[config.mk]
export PLATFORM = sky130hd
export DESIGN_NAME = prog_load_dump_ctrl
export DESIGN_NICKNAME = d
export VERILOG_FILES = /design/src/rtl/prog_load_dump_ctrl.sv
export SDC_FILE = /design/constraint.sdc
export NUM_CORES = 1
export LEC_CHECK = 0
export BUFFER_PORTS_ARGS = -buffer_cell sky130_fd_sc_hd__buf_4
export CORE_MARGIN = 2
export CORE_UTILIZATION = 60
export CTS_BUF_LIST = sky130_fd_sc_hd__clkbuf_4 sky130_fd_sc_hd__clkbuf_8 sky130_fd_sc_hd__clkbuf_16
export DETAILED_ROUTE_END_ITERATION = 10
export GPL_TIMING_DRIVEN = 0
export PLACE_DENSITY_LB_ADDON = 0.15
export SLEW_MARGIN = 10
export SYNTH_ARGS = -nofsm -noshare
export SYNTH_HDL_FRONTEND = slang
export SYNTH_SLANG_ARGS = --single-unit
[constraint.sdc]
create_clock -name clk_i -period 3.6 [get_ports clk_i]
set_input_delay 0.18 -clock clk_i [delete_from_list [all_inputs] [get_ports clk_i]]
set_output_delay 0.18 -clock clk_i [all_outputs]
set_load 0.02 [all_outputs]
[src/rtl/prog_load_dump_ctrl.sv]
// Bring-up controller: loads a byte-streamed program into instruction memory,
// runs the CPU for a fixed cycle budget, then streams a data-memory dump out
// byte-wise with a valid/ready handshake.
//
// Ports:
//   clk_i, reset          clock, synchronous active-high reset
//   in_valid, in_byte     input byte stream (start token, word count, payload)
//   imem_we/addr/wdata    instruction memory write port
//   cpu_reset_o           holds the CPU in reset
//   cpu_run_o             CPU enable, high for RUN_CYCLES cycles
//   dump_rd/addr/rdata    data-memory debug read port (1-cycle read latency)
//   dout_valid/byte/ready output byte stream
//   busy, done, err       session status
module prog_load_dump_ctrl #(
   parameter int unsigned BYTE_W      = 8,
   parameter int unsigned WORD_BYTES  = 4,
   parameter int unsigned IMEM_DEPTH  = 64,
   parameter int unsigned DUMP_WORDS  = 16,
   parameter int unsigned RUN_CYCLES  = 200,
   parameter logic [BYTE_W-1:0] START_TOKEN = BYTE_W'(8'hFE),
   localparam int unsigned WORD_W = BYTE_W * WORD_BYTES,
   localparam int unsigned IAW    = (IMEM_DEPTH > 1) ? $clog2(IMEM_DEPTH) : 1,
   localparam int unsigned DAW    = (DUMP_WORDS > 1) ? $clog2(DUMP_WORDS) : 1
) (
   input  logic              clk_i,
   input  logic              reset,
   input  logic              in_valid,
   input  logic [BYTE_W-1:0] in_byte,
   output logic              imem_we,
   output logic [IAW-1:0]    imem_addr,
   output logic [WORD_W-1:0] imem_wdata,
   output logic              cpu_reset_o,
   output logic              cpu_run_o,
   output logic              dump_rd,
   output logic [DAW-1:0]    dump_addr,
   input  logic [WORD_W-1:0] dump_rdata,
   output logic              dout_valid,
   output logic [BYTE_W-1:0] dout_byte,
   input  logic              dout_ready,
   output logic              busy,
   output logic              done,
   output logic              err
);

   localparam int unsigned NW  = IAW + 1;
   localparam int unsigned KW  = DAW + 1;
   localparam int unsigned BIW = (WORD_BYTES > 1) ? $clog2(WORD_BYTES) : 1;
   localparam int unsigned RCW = $clog2(RUN_CYCLES + 1);

   typedef enum logic [3:0] {
      IDLE, LEN, LOAD, WFLUSH, RUN, DRD, DWAIT, DTX, DONE, ERR
   } state_t;

   state_t            state_q, state_d;
   logic [WORD_W-1:0] acc_q, acc_d;
   logic [BIW-1:0]    byte_idx_q, byte_idx_d;
   logic [NW-1:0]     word_idx_q, word_idx_d;
   logic [NW-1:0]     n_words_q, n_words_d;
   logic [RCW-1:0]    run_cnt_q, run_cnt_d;
   logic [KW-1:0]     k_q, k_d;
   logic [BIW-1:0]    bcnt_q, bcnt_d;
   logic [WORD_W-1:0] shift_q, shift_d;
   logic              we_d;
   logic [IAW-1:0]    waddr_d;
   logic [WORD_W-1:0] wdata_d;

   // Next-state and datapath next values
   always_comb begin
      state_d    = state_q;
      acc_d      = acc_q;
      byte_idx_d = byte_idx_q;
      word_idx_d = word_idx_q;
      n_words_d  = n_words_q;
      run_cnt_d  = run_cnt_q;
      k_d        = k_q;
      bcnt_d     = bcnt_q;
      shift_d    = shift_q;
      we_d       = 1'b0;
      waddr_d    = imem_addr;
      wdata_d    = imem_wdata;
      unique case (state_q)
         IDLE: begin
            if (in_valid && in_byte == START_TOKEN) state_d = LEN;
         end
         LEN: begin
            if (in_valid) begin
               if (in_byte == '0 || 32'(in_byte) > 32'(IMEM_DEPTH)) begin
                  state_d = ERR;
               end else begin
                  n_words_d  = NW'(in_byte);
                  word_idx_d = '0;
                  byte_idx_d = '0;
                  state_d    = LOAD;
               end
            end
         end
         LOAD: begin
            // Start tokens are plain data here; bytes enter MSB first
            if (in_valid) begin
               acc_d = (acc_q << BYTE_W) | WORD_W'(in_byte);
               if (byte_idx_q == BIW'(WORD_BYTES - 1)) begin
                  byte_idx_d = '0;
                  we_d       = 1'b1;
                  waddr_d    = IAW'(word_idx_q);
                  wdata_d    = acc_d;
                  word_idx_d = word_idx_q + NW'(1);
                  if (word_idx_q == n_words_q - NW'(1)) state_d = WFLUSH;
               end else begin
                  byte_idx_d = byte_idx_q + BIW'(1);
               end
            end
         end
         WFLUSH: begin
            run_cnt_d = '0;
            k_d       = '0;
            state_d   = RUN;
         end
         RUN: begin
            if (run_cnt_q == RCW'(RUN_CYCLES - 1)) state_d = DRD;
            else run_cnt_d = run_cnt_q + RCW'(1);
         end
         DRD: begin
            state_d = DWAIT;
         end
         DWAIT: begin
            shift_d = dump_rdata;
            bcnt_d  = '0;
            state_d = DTX;
         end
         DTX: begin
            if (dout_valid && dout_ready) begin
               shift_d = shift_q << BYTE_W;
               if (bcnt_q == BIW'(WORD_BYTES - 1)) begin
                  bcnt_d  = '0;
                  k_d     = k_q + KW'(1);
                  state_d = (k_d < KW'(DUMP_WORDS)) ? DRD : DONE;
               end else begin
                  bcnt_d = bcnt_q + BIW'(1);
               end
            end
         end
         DONE: begin
            if (in_valid && in_byte == START_TOKEN) state_d = LEN;
         end
         ERR: begin
            state_d = ERR;
         end
         default: state_d = IDLE;
      endcase
   end

   // State, datapath and registered outputs
   always_ff @(posedge clk_i) begin
      if (reset) begin
         state_q     <= IDLE;
         acc_q       <= '0;
         byte_idx_q  <= '0;
         word_idx_q  <= '0;
         n_words_q   <= '0;
         run_cnt_q   <= '0;
         k_q         <= '0;
         bcnt_q      <= '0;
         shift_q     <= '0;
         imem_we     <= 1'b0;
         imem_addr   <= '0;
         imem_wdata  <= '0;
         cpu_reset_o <= 1'b1;
         cpu_run_o   <= 1'b0;
         dump_rd     <= 1'b0;
         dump_addr   <= '0;
         dout_valid  <= 1'b0;
         dout_byte   <= '0;
         busy        <= 1'b0;
         done        <= 1'b0;
         err         <= 1'b0;
      end else begin
         state_q     <= state_d;
         acc_q       <= acc_d;
         byte_idx_q  <= byte_idx_d;
         word_idx_q  <= word_idx_d;
         n_words_q   <= n_words_d;
         run_cnt_q   <= run_cnt_d;
         k_q         <= k_d;
         bcnt_q      <= bcnt_d;
         shift_q     <= shift_d;
         imem_we     <= we_d;
         imem_addr   <= waddr_d;
         imem_wdata  <= wdata_d;
         // CPU stays out of reset after the run so its state survives the dump
         cpu_reset_o <= !(state_d inside {RUN, DRD, DWAIT, DTX, DONE});
         cpu_run_o   <= (state_d == RUN);
         dump_rd     <= (state_d == DRD);
         dump_addr   <= DAW'(k_d);
         dout_valid  <= (state_d == DTX);
         dout_byte   <= (state_d == DTX) ? shift_d[WORD_W-1 -: BYTE_W] : '0;
         busy        <= !(state_d inside {IDLE, DONE, ERR});
         done        <= (state_d == DONE);
         err         <= (state_d == ERR);
      end
   end

endmodule

==> qor.txt, run 1 <==
Status = completed
Placer congestion estimate = 0.885
Period utilization = 69.3%
Reg2reg start = n_words_q[0]
Number of nets with antenna violations after routing = 0
FMAX = 401 MHz
Buffers on Ports = 101
Row cnt = 36
Worst Setup Start Kind = register
Clk Latency, worst-skew pair = 0.53 ns
Initial antenna violation count = 0
Die height = 103 um
Final min period = 2.49 ns
Global-route usage over all layers = 32.0%
Crit path from = n_words_q[0]
Netlist cell types = 58
Buf/Inv on CP = 2
Seq cells post-synth = 145
Crit Path Class = register to register
Core area = 0.00968 mm2
CTS tree = done
Final Hold Viols = 0
Synth async-reset ratio = 0%
Top FF cell, synth = dfxtp_1
Aggregate global routing overflow = 0
Final clock skew = 0.0112 ns
Worst EP arrival = 2.91 ns
Post-route cell area = 0.00776 mm2
Max incr delay on CP = 0.53 ns
Post-synth EDFFs = 0
LEAKAGE = 0.00299 uW
Beginning of the worst hold path = in_valid
Synth top cells by count = nand2_1, dfxtp_1, a21oi_1
Largest net degree at the start of global routing = 17
Slowest CP cell = nor4b_4
Wire per inst = 16.4 um
Clock Path Buffers = 2
Worst hold slack = 0.137 ns
CP top delay family = simple AND/OR/NAND/NOR gates
Setup Total Neg Slack = 0 ns
Post-synth net total = 761
Sink Count = 145
H-tree levels = 4
First-pass GRT wire length = 26200 um
Via density = 5.70
Post-Syn Instances = 711
Max cap viols = 0
Yosys warnings = 0
Hold crit path type = input pin to register
Syn Area/Cell = 8.33 um2
Routed Wire Length = 16600 um
Seq/Total Area, Yosys = 49.0%
Top-Level Pins = 102
Drt pass-1 iters = 5
Area share of the largest cell type after synthesis = 49.0%
Number of global-route vias before repair = 5371
Root buffer cell = clkbuf_8
VDD IR max = 0.406 mV
Nets = 914
Inserted Clock Buffers = 17
Area leader, netlist = dfxtp_1
Count of pins over their slew limit = 0
Worst slew margin = 47.3%
Worst EP required = 4.01 ns
Worst-Margin Slew = 0.781 ns
Synth area leaders = dfxtp_1, nand2_1, a21oi_1
Final setup fails = 0
Die W = 103 um
HPWL Detailed = 10900 um
Iter 0 DRT Violations = 420
Clock transition at path regs = 0.06 ns
Via count = 5758
Crit Path Max Fanout = 7
Synth-to-Final Area Change = 31.1%
Placed cell area = 0.00685 mm2
Die ar. = 0.0107 mm2
Cell breakdown of the critical path = inv_1, ha_1, clkbuf_1, o21bai_1, a211oi_1, nor4_1, nor4b_4, nor2_2, o21a_1
Critical Path Sink Type = register
Initial Utilization = 61.2%
Power per cell area = 446 mW/mm2
Post-Syn Area = 0.00592 mm2
Most used standard cell by instance count after synthesis = nand2_1
Drt drc = 0
RSZ-0062 raised after global routing = no
Layout cell share with drive strength beyond 1 = 17.8%
[state kept, by name, summed over array words and instances, names as in the netlist, 2 cells and up]
signal	cells
imem_addr	6
n_words_q	7
state_q	4
dout_byte	8
word_idx_q	7
bcnt_q	2
k_q	5
shift_q	32
byte_idx_q	2
acc_q	24
imem_wdata	32
run_cnt_q	8
[worst min-delay path, delay by kind of cell]
kind                   cells  cell delay [ns]
and+or+nand+nor            2             0.27
buffers and inverters      1             0.11
AOI/OAI and AO/OA          1             0.05
[report_power, final]
| part | internal, uW | leakage, uW | switching, uW |
|---|---|---|---|
| clock network | 1020 | 0.000287 | 706 |
| logic | 63.9 | 0.00154 | 61.2 |
| registers | 1600 | 0.00117 | 0.102 |
[worst paths after layout]
| kind | endpoint | slack, ns | depth (start not counted) |
|---|---|---|---|
| setup / recovery | busy | 1.11 | 9 |
| setup reg to reg | busy | 1.11 | 9 |
| hold / removal | acc_q[1] | 0.14 | 4 |
| hold reg to reg | imem_wdata[30] | 0.46 | 2 |
[layout make-up]
type | count | area (um2)
antenna | 1 | 2.50
inverter | 7 | 26.3
clock inverter | 13 | 148
tap | 133 | 166
multi-input combinational | 513 | 2800
sequential | 145 | 2900
buffer | 46 | 196
timing repair buffer | 134 | 1090
fill | 635 | 1920
clock buffer | 19 | 435
[cells in the final DEF (no fill, tap or decap), drive strengths merged, types with 11 or more instances in the layout]
cell type	instances
inv	12
nor2	58
nor3	12
xor2	12
nand2	165
clkbuf	52
and2	11
a22oi	26
nor2b	18
dlygate4sd3	33
nand3	15
dfxtp	145
buf	114
a21oi	97
[metal layers]
layer / part of all wire [%] / global-route usage [%] / vias to the layer above
met5: 0 / 0 / -
met4: 4.5 / 17.6 / 0
met3: 7.5 / 7.26 / 67
met2: 50 / 53.3 / 271
met1: 38 / 38.2 / 2700
li1: - / - / 2720
[cells by family after synthesis]
logic type | count (synthesis) | synth area share, %
compound gates | 151 | 15.0
xor+xnor | 23 | 3.65
flops | 145 | 49.0
mux | 9 | 1.54
fa+ha+maj | 6 | 1.27
simple gates | 324 | 25.8
buf+inv | 53 | 3.76
[timing repair]
action	CTS	global route
gates resized for setup	0	0
setup buffers	0	0
endpoints found under the hold margin	49	0
hold buffers	33	0
[per-stage QoR]
step                setup WS (ns)  utilization [%]  std cells  power, uW
global placement             1.31             70.7        945       1730
global route                0.884             80.1       1010       3540
CTS                          1.14             80.1       1010       3450
detailed placement           1.17             70.7        945       1730
floorplan                    1.48                -        711       1670
finish                       1.11             80.2       1011       3460
Note: power is estimated with default switching activity, not from simulation.
==> inputs of run 2 (changes only) <==
--- a/config.mk
+++ b/config.mk
@@ -7,7 +7,7 @@
 export LEC_CHECK = 0
 export BUFFER_PORTS_ARGS = -buffer_cell sky130_fd_sc_hd__buf_4
 export CORE_MARGIN = 2
-export CORE_UTILIZATION = 60
+export CORE_UTILIZATION = 50
 export CTS_BUF_LIST = sky130_fd_sc_hd__clkbuf_4 sky130_fd_sc_hd__clkbuf_8 sky130_fd_sc_hd__clkbuf_16
 export DETAILED_ROUTE_END_ITERATION = 10
 export GPL_TIMING_DRIVEN = 0
==> constraint.sdc (replaced) <==
create_clock -name clk_i -period 2.1 [get_ports clk_i]
set_input_delay 0.105 -clock clk_i [delete_from_list [all_inputs] [get_ports clk_i]]
set_output_delay 0.105 -clock clk_i [all_outputs]
set_load 0.02 [all_outputs]
==> run 2 against run 1 <==
Net effect: worst setup slack worse by 1.1 ns; critical path depth is 2 lower; sequential cell count is the same; highest routed layer unchanged; clock skew fell by 0.0033 ns; the flow now finishes with violations (setup timing); largest power group unchanged.
==> qor.txt, run 2 (same netlist as run 1, synthesis figures left out) <==
Slowest CP cell = or4_4
Failing checks = setup timing
Total Power = 6030 uW
Die height = 113 um
Nets = 920
RSZ-0062 raised after global routing = yes
Placer congestion estimate = 0.882
Root buffer cell = clkbuf_16
Inserted Clock Buffers = 17
Wire per inst = 16.3 um
Critical Path Sink Type = register
Hold crit path type = input pin to register
Top flop regs = imem_wdata: 32 flops, shift_q: 32 flops, acc_q: 24 flops
Buffers on Ports = 101
Worst Setup Start Kind = register
Aggregate global routing overflow = 0
Ant. Diodes = 0
Initial Utilization = 51.7%
CP top delay family = simple AND/OR/NAND/NOR gates
Clk Latency, worst-skew pair = 0.43 ns
Crit Path Max Fanout = 6
Global-route usage over all layers = 26.2%
Final min period = 2.12 ns
Max cap viols = 0
FMAX = 473 MHz
Clock power frac = 50.8%
Die W = 113 um
Max incr delay on CP = 0.58 ns
Reg2reg setup slack = -0.02 ns
Crit Path Class = register to register
Switching power = 1380 uW
Sw Share = 23.0%
Power per cell area = 753 mW/mm2
Row cnt = 39
HPWL Detailed = 10900 um
Worst EP arrival = 2.43 ns
Placed cell count = 955
Final setup fails = 1
Cell breakdown of the critical path = ha_4, nand4_1, nor4_2, a221o_1, or4_4, o31a_1, o21a_1
Final Non-Filler Cells = 1026
First-pass GRT wire length = 26300 um
Cell internal pwr = 4640 uW
Sink Count = 145
Status = complete, but fails checks
LEAKAGE = 0.00307 uW
Largest net degree at the start of global routing = 17
Most frequent cells in the layout = nand2_1, dfxtp_1, buf_4
Routed Wire Length = 16700 um
Drt drc = 0
Final Hold Viols = 0
Period utilization = 101%
Drt pass-1 iters = 5
Sequential power share = 45.6%
Via density = 5.49
Commonest non-fill, non-tap cell in the layout = nand2_1
Number of nets with antenna violations after routing = 0
Layout cell share with drive strength beyond 1 = 22.1%
Final clock skew = 0.00783 ns
Via count = 5633
Worst-Margin Slew = 0.641 ns
Count of pins over their slew limit = 0
Worst hold slack = 0.138 ns
VDD IR max = 0.600 mV
Comb pwr share = 3.6%
Number of global-route vias before repair = 5446
Worst EP required = 2.41 ns
Initial antenna violation count = 0
Clock transition at path regs = 0.06 ns
CTS tree = done
Iter 0 DRT Violations = 345
Buf/Inv on CP = 0
Synth-to-Final Area Change = 35.1%
Setup ws final = -0.0159 ns
H-tree levels = 4
Worst slew margin = 57.3%
Top-Level Pins = 102
Die ar. = 0.0127 mm2
Core area = 0.0115 mm2
Clock Path Buffers = 2
## run 2: cell count changes in the layout (fill, tap and decap cells not counted), moves of 3 or more
cell	previous run	this run
clkbuf_1	33	28
nor2_2	1	4
buf_4	105	112
dfxtp_1	145	138
nor2_1	57	54
clkbuf_2	0	4
inv_8	0	3
dfxtp_2	0	6
## run 2: layout make-up
| type | instances | area [um2] |
|---|---|---|
| Clock buffer | 17 | 425 |
| Multi-Input combinational cell | 514 | 2940 |
| Sequential cell | 145 | 2910 |
| Timing Repair Buffer | 140 | 1140 |
| Inverter | 7 | 26.3 |
| Buffer | 45 | 206 |
| Fill cell | 910 | 3470 |
| Tap cell | 143 | 179 |
| Clock inverter | 15 | 174 |
## run 2: path summary, 6_finish.rpt
| kind | cells after the start | from | to |
|---|---|---|---|
| setup / recovery | 7 | run_cnt_q[1] | busy |
| hold / removal | 4 | in_valid | acc_q[23] |
| setup reg to reg | 7 | run_cnt_q[1] | busy |
| hold reg to reg | 2 | acc_q[19] | imem_wdata[27] |
## run 2: worst reg2reg max path, stage by stage, from the launching register on
cell	delay, ns
dfxtp_4	0.36
ha_4	0.17
nand4_1	0.10
nor4_2	0.06
a221o_1	0.35
or4_4	0.58
o31a_1	0.28
o21a_1	0.11
## run 2: what timing repair did
item | 4_1_cts | 5_1_grt
hold buffers | 33 | 0
gates resized for setup | 17 | 27
pin swaps | 4 | 9
endpoints found under the setup margin | 39 | 76
cloned | 1 | 0
endpoints found under the hold margin | 49 | 0
setup buffers | 4 | 2
## run 2: per-layer routing
layer	part of all wire, %	vias to the layer above	GRT usage, %
li1	-	2743	-
met1	42	2656	31.7
met3	5.7	48	5.73
met5	0	-	0
met4	3.4	0	14.4
met2	49	186	43.6
## run 2: stage by stage
stage	utilization [%]	area [um2]	setup slack [ns]	TNS, ns
global route	69.8	8000	-0.0846	-0.849
CTS	68.7	7880	0.00238	0
global placement	59.8	6860	-0.204	-4.18
detailed placement	59.8	6860	-0.300	-5.93
finish	69.8	8000	-0.0159	-0.0159
floorplan	-	5920	0.0349	0
## run 2: power by group through the flow
| stage | clock (uW) | combinational (uW) | sequential (uW) |
|---|---|---|---|
| finish | 3060 | 219 | 2750 |
| global route | 3210 | 230 | 2750 |
| CTS | 3080 | 212 | 2750 |
| detailed placement | 0 | 160 | 2810 |
| global placement | 0 | 158 | 2810 |
| floorplan | 0 | 52.9 | 2810 |
